**src/rtl/reset_sequencer.sv**
```systemverilog
// Power-on / soft reset generator: holds NUM_CH reset outputs asserted, then
// releases them in ascending order with prescaled hold and stagger delays.
module reset_sequencer #(
    parameter int PRESCALE      = 2560,
    parameter int HOLD_TICKS    = 38400,
    parameter int SW_HOLD_TICKS = 192,
    parameter int STAGE_TICKS   = 96,
    parameter int NUM_CH        = 4,
    parameter int CNT_W         = 32,
    parameter int ACTIVE_HIGH   = 1
) (
    input  logic              clk,
    input  logic              reset_n,
    input  logic              sw_req,
    input  logic              ext_hold,
    output logic [NUM_CH-1:0] rst_out,
    output logic              seq_busy,
    output logic              seq_done
);

    localparam int PW = (PRESCALE > 1) ? $clog2(PRESCALE) : 1;
    localparam logic [PW-1:0]    PRESC_MAX    = PW'(PRESCALE - 1);
    localparam logic [CNT_W-1:0] HOLD_LAST    = CNT_W'(HOLD_TICKS - 1);
    localparam logic [CNT_W-1:0] SW_HOLD_LAST = CNT_W'(SW_HOLD_TICKS - 1);
    localparam logic [CNT_W-1:0] STAGE_LAST   = CNT_W'(STAGE_TICKS - 1);

    typedef enum logic [1:0] {
        ST_HOLD  = 2'd0,
        ST_STAGE = 2'd1,
        ST_RUN   = 2'd2
    } state_t;

    state_t             state_r;
    logic [PW-1:0]      presc_r;
    logic [CNT_W-1:0]   hold_cnt_r;
    logic [CNT_W-1:0]   hold_last_r;
    logic [CNT_W-1:0]   stage_cnt_r;
    // Bit k set while channel k is still held; releases shift the mask left,
    // which enforces strictly ascending release order.
    logic [NUM_CH-1:0]  asrt_r;
    logic [NUM_CH-1:0]  rst_out_r;
    logic               seq_busy_r;
    logic               seq_done_r;

    logic               tick_s;
    logic               release_s;
    logic [NUM_CH-1:0]  rel_mask_s;
    logic               last_s;

    function automatic logic [NUM_CH-1:0] drive_level(input logic [NUM_CH-1:0] mask);
        if (ACTIVE_HIGH != 0) begin
            return mask;
        end else begin
            return ~mask;
        end
    endfunction

    assign tick_s     = (presc_r == PRESC_MAX);
    assign rel_mask_s = asrt_r << 1;
    assign last_s     = (rel_mask_s == {NUM_CH{1'b0}});

    // Decide whether this edge releases the next channel.
    always_comb begin
        release_s = 1'b0;
        case (state_r)
            ST_HOLD: begin
                if (tick_s && !ext_hold && (hold_cnt_r == hold_last_r)) begin
                    release_s = 1'b1;
                end else begin
                    release_s = 1'b0;
                end
            end
            ST_STAGE: begin
                if (tick_s && (stage_cnt_r == STAGE_LAST)) begin
                    release_s = 1'b1;
                end else begin
                    release_s = 1'b0;
                end
            end
            default: release_s = 1'b0;
        endcase
    end

    // Sequencer FSM with prescaler, hold/stage counters and registered outputs.
    always_ff @(posedge clk or negedge reset_n) begin
        if (!reset_n) begin
            state_r     <= ST_HOLD;
            presc_r     <= {PW{1'b0}};
            hold_cnt_r  <= {CNT_W{1'b0}};
            hold_last_r <= HOLD_LAST;
            stage_cnt_r <= {CNT_W{1'b0}};
            asrt_r      <= {NUM_CH{1'b1}};
            rst_out_r   <= drive_level({NUM_CH{1'b1}});
            seq_busy_r  <= 1'b1;
            seq_done_r  <= 1'b0;
        end else if (sw_req) begin
            // Soft request wins over any coincident tick or release.
            state_r     <= ST_HOLD;
            presc_r     <= {PW{1'b0}};
            hold_cnt_r  <= {CNT_W{1'b0}};
            hold_last_r <= SW_HOLD_LAST;
            stage_cnt_r <= {CNT_W{1'b0}};
            asrt_r      <= {NUM_CH{1'b1}};
            rst_out_r   <= drive_level({NUM_CH{1'b1}});
            seq_busy_r  <= 1'b1;
            seq_done_r  <= 1'b0;
        end else begin
            presc_r <= tick_s ? {PW{1'b0}} : presc_r + PW'(1);
            if (release_s) begin
                asrt_r      <= rel_mask_s;
                rst_out_r   <= drive_level(rel_mask_s);
                stage_cnt_r <= {CNT_W{1'b0}};
                if (state_r == ST_HOLD) begin
                    hold_cnt_r <= hold_cnt_r + CNT_W'(1);
                end else begin
                    hold_cnt_r <= hold_cnt_r;
                end
                if (last_s) begin
                    state_r    <= ST_RUN;
                    seq_busy_r <= 1'b0;
                    seq_done_r <= 1'b1;
                end else begin
                    state_r    <= ST_STAGE;
                    seq_busy_r <= 1'b1;
                    seq_done_r <= 1'b0;
                end
            end else begin
                case (state_r)
                    ST_HOLD: begin
                        if (tick_s && !ext_hold) begin
                            hold_cnt_r <= hold_cnt_r + CNT_W'(1);
                        end else begin
                            hold_cnt_r <= hold_cnt_r;
                        end
                    end
                    ST_STAGE: begin
                        if (tick_s) begin
                            stage_cnt_r <= stage_cnt_r + CNT_W'(1);
                        end else begin
                            stage_cnt_r <= stage_cnt_r;
                        end
                    end
                    ST_RUN: begin
                        state_r <= ST_RUN;
                    end
                    default: begin
                        // Unreachable encoding: fall back to a full hold.
                        state_r     <= ST_HOLD;
                        hold_cnt_r  <= {CNT_W{1'b0}};
                        hold_last_r <= HOLD_LAST;
                        stage_cnt_r <= {CNT_W{1'b0}};
                        asrt_r      <= {NUM_CH{1'b1}};
                        rst_out_r   <= drive_level({NUM_CH{1'b1}});
                        seq_busy_r  <= 1'b1;
                        seq_done_r  <= 1'b0;
                    end
                endcase
            end
        end
    end

    assign rst_out  = rst_out_r;
    assign seq_busy = seq_busy_r;
    assign seq_done = seq_done_r;

endmodule

```
**config.mk**
```make
export PLATFORM = sky130hd
export DESIGN_NAME = reset_sequencer
export DESIGN_NICKNAME = d
export VERILOG_FILES = /design/src/rtl/reset_sequencer.sv
export SDC_FILE = /design/constraint.sdc
export NUM_CORES = 1
export LEC_CHECK = 0
export BUFFER_PORTS_ARGS = -buffer_cell sky130_fd_sc_hd__buf_4
export CAP_MARGIN = 20
export CORE_ASPECT_RATIO = 1.5
export CORE_MARGIN = 5
export CORE_UTILIZATION = 53
export CTS_BUF_LIST = sky130_fd_sc_hd__clkbuf_8 sky130_fd_sc_hd__clkbuf_16
export CTS_CLUSTER_SIZE = 28
export DETAILED_ROUTE_END_ITERATION = 8
export PLACE_DENSITY = 0.76
export SLEW_MARGIN = 20
export SYNTH_ARGS = -nofsm -noshare
export SYNTH_HDL_FRONTEND = slang
export SYNTH_SLANG_ARGS = --single-unit
```
**constraint.sdc**
```tcl
create_clock -name clk -period 4.1 [get_ports clk]
set_input_delay 0.615 -clock clk [delete_from_list [all_inputs] [get_ports clk]]
set_output_delay 0.615 -clock clk [all_outputs]
set_load 0.01 [all_outputs]
```
==> flow_summary.ini <==
[floorplan]
die_w_um = 89.3
io_pins = 10
dieHeight_um = 129
initial_core_util_pct = 54.0
rows = 43
core_um2 = 9250
die_area_um2 = 11500

[detailed_routing]
ant_nets = 0
vias = 4407
drt_iter0_drc = 189
viasPerCell = 6.48
firstDrtPassIters = 5
routedWlPerCell_um = 17.8
wl_um = 12100
drc = 0

[synth]
synth-edff-count = 0
muxShareOfSynthArea_pct = 1.20
syn_inst = 561
synth_area_um2 = 5000
synth_area_leader_cell = dfrtp_1
syn-mean-instance-area_um2 = 8.91
ys_top_cells_by_count = dfrtp_1 (79), nand3_1 (65), nand2_1 (51)
synth_compound_area_share_pct = 17.1
synth_flop_cell = dfrtp_1
ys_seq_area_share_pct = 42.7
synth_top_family_by_area = simple AND/OR/NAND/NOR gates
synth_xor_xnor_area_share_pct = 2.28
ys_async_sr_fraction_pct = 100
synth_most_common_cell = dfrtp_1
synth_seq_cells = 85
synth_nets = 572
synth_top_area_share_pct = 39.6
ys.warnings.count = 0
synth.area.top_cells = dfrtp_1 (40%), nand3_1 (6.5%), nand2_1 (3.8%)
synthAdderAreaFrac_pct = 1.75
synth_cell_type_count = 63
yosys.area_share.simple_pct = 31.5

[power_and_ir_drop]
swShare_pct = 24.9
comb_power_share_pct = 6.8
pwr-share-seq_pct = 49.9
powerDensity_nw_per_um2 = 314
vdd_drop_max_mv = 0.214
p_leak_nw = 2.19
pwr-share-clk_pct = 43.3
switchingPower_mw = 0.422
internal_power_mw = 1.27
power.total_mw = 1.70

[global_route]
groute.usage.overall_pct = 22.5
grt_max_degree = 86
antenna_found_initial = 0
gr-total-overflow = 0
grt_pass1_wl_um = 20400
grt_pass1_vias = 4265

[cells_and_area]
syn2layout_area_growth_pct = 8.19
fillers = 803
stdcell_area_um2 = 5410
antenna_cells = 0
utilization_pct = 58.4
drive_gt1_share_pct = 9.33
stdcell_count = 680
nets = 574

[sta]
rsz0062_at_grt = no
timing.final.ws_setup_ns = 1.05
finalHoldViolCount = 0
final.setup.tns_ns = 0
finalCritPeriodShare_pct = 74.3
slew_viol_final = 0
holdWs_ns = 0.326
setup_viol = 0
max_slew.worst_pin.slew_ns = 1.10
fin_worst_skew_ns = 0.00985
max_freq_mhz = 328
relSlewSlack_pct = 25.8
finalCriticalPeriod_ns = 3.05

[setup_path]
worstPathArrival_ns = 3.28
worstSetupPathType = reg -> reg
crit_path_max_fanout = 12
cp-start-kind = flip-flop
cp.required_ns = 4.33
critPathCaptureType = flip-flop

[clock_tree]
cts_tree = done
h-tree-depth = 3
clock_latency_ns = 0.35
cts.clk_slew.worst_paths_ns = 0.06
cts_made_buffers = 9
postCtsSetupBuffers = 0
clock_path_buffers = 2
cts_root_buf = clkbuf_16
ctsHoldBuffers = 0
clock-sinks = 85
cts_resized = 0

[run]
drv_cap = 0

[placed_design]
io_buffers = 9
dp.cells = 664
place_ws_ns = 1.10
dpl_cell_area_um2 = 5130
dp_hpwl_um = 8210
place.gp.congestion = 0.845

[hold_path]
min_path_type = in -> async

[status]
outcome = finished, final reports clean
[state kept, by name, summed over array words and instances (netlist names)]
signal       flops
state_r          2
stage_cnt_r     32
rst_out          4
seq_done         1
seq_busy         1
hold_last_r      1
hold_cnt_r      32
presc_r         12
[routing by layer]
layer,vias up,part of all wire (%),GRT usage (%)
li1,2122,-,-
met1,2149,41,27.1
met3,31,3.7,3.07
met4,0,3.9,13.7
met5,-,0,0
met2,105,52,37.4
[worst max-delay path, cell delays in order (launching register included)]
cell and delay (ns):
dfrtp_1 0.41, inv_1 0.10, ha_1 0.38, nor4bb_1 0.39, nand4_1 0.16, nor4_2 0.16, buf_4 0.25, o311ai_2 0.29
and2_1 0.44, a211o_1 0.34
[power groups by stage]
stage,sequential [mW],combinational (mW),clock (mW)
5_1_grt,0.846,0.129,0.781
6_report,0.847,0.115,0.734
4_1_cts,0.846,0.116,0.749
2_1_floorplan,0.861,0.0752,0
3_5_place_dp,0.861,0.115,0
3_3_place_gp,0.861,0.113,0
[path summary, 6_finish.rpt]
| kind | start | to | slack (ns) | cells after the start |
|---|---|---|---|---|
| worst max-delay path | state_r[1] | hold_cnt_r[11] | 1.05 | 9 |
| worst min-delay path | reset_n | hold_cnt_r[8] | 0.33 | 1 |
| worst max register to register | state_r[1] | hold_cnt_r[11] | 1.05 | 9 |
| worst min register to register | stage_cnt_r[31] | stage_cnt_r[31] | 0.48 | 1 |
| max in group asynchronous | reset_n | presc_r[7] | 3.25 | 1 |
| min in group clk | stage_cnt_r[31] | stage_cnt_r[31] | 0.48 | 1 |
[kinds of logic (layout without fill, tap and decap cells)]
group / count (synthesis) / count (layout)
XOR/XNOR: 13 / 13
AND/OR/NAND/NOR: 290 / 290
multiplexers: 6 / 6
buffers and inverters: 36 / 43
flip-flops: 85 / 85
adder cells (fa/ha/maj): 7 / 7
AO/OA/AOI/OAI: 124 / 124
[cell type report]
cell class	instances	area, um^2	share of cell area, %
clock buffer	9	225	4.17
clock inverter	7	36.3	0.671
inverter	12	45.0	0.833
multi-input combinational	440	2710	50.1
sequential	85	2130	39.5
tap	112	140	2.59
timing repair buffer	15	116	2.15
[cell usage in the layout, fill, tap and decap left out, drive strengths merged, types with 4 or more instances in the layout]
cell type  synthesis  final
dfrtp             79     79
nand3             65     65
nand2             51     51
nor2              47     47
a31oi             28     28
o21ai             26     26
nor3              23     23
nand4             20     20
a21oi             16     16
nor4              16     16
inv               12     15
buf               18     15
or3               14     14
and3              11     11
and2              10     10
clkbuf             6      9
xor2               8      8
and4               7      7
nand2b             7      7
ha                 7      7
mux2i              6      6
o211ai             6      6
dfstp              6      6
or4                6      6
xnor2              5      5
o21bai             5      5
a22oi              5      5
o22a               5      5
a22o               4      4
o311ai             4      4
Power figures use the tool's default switching activity.
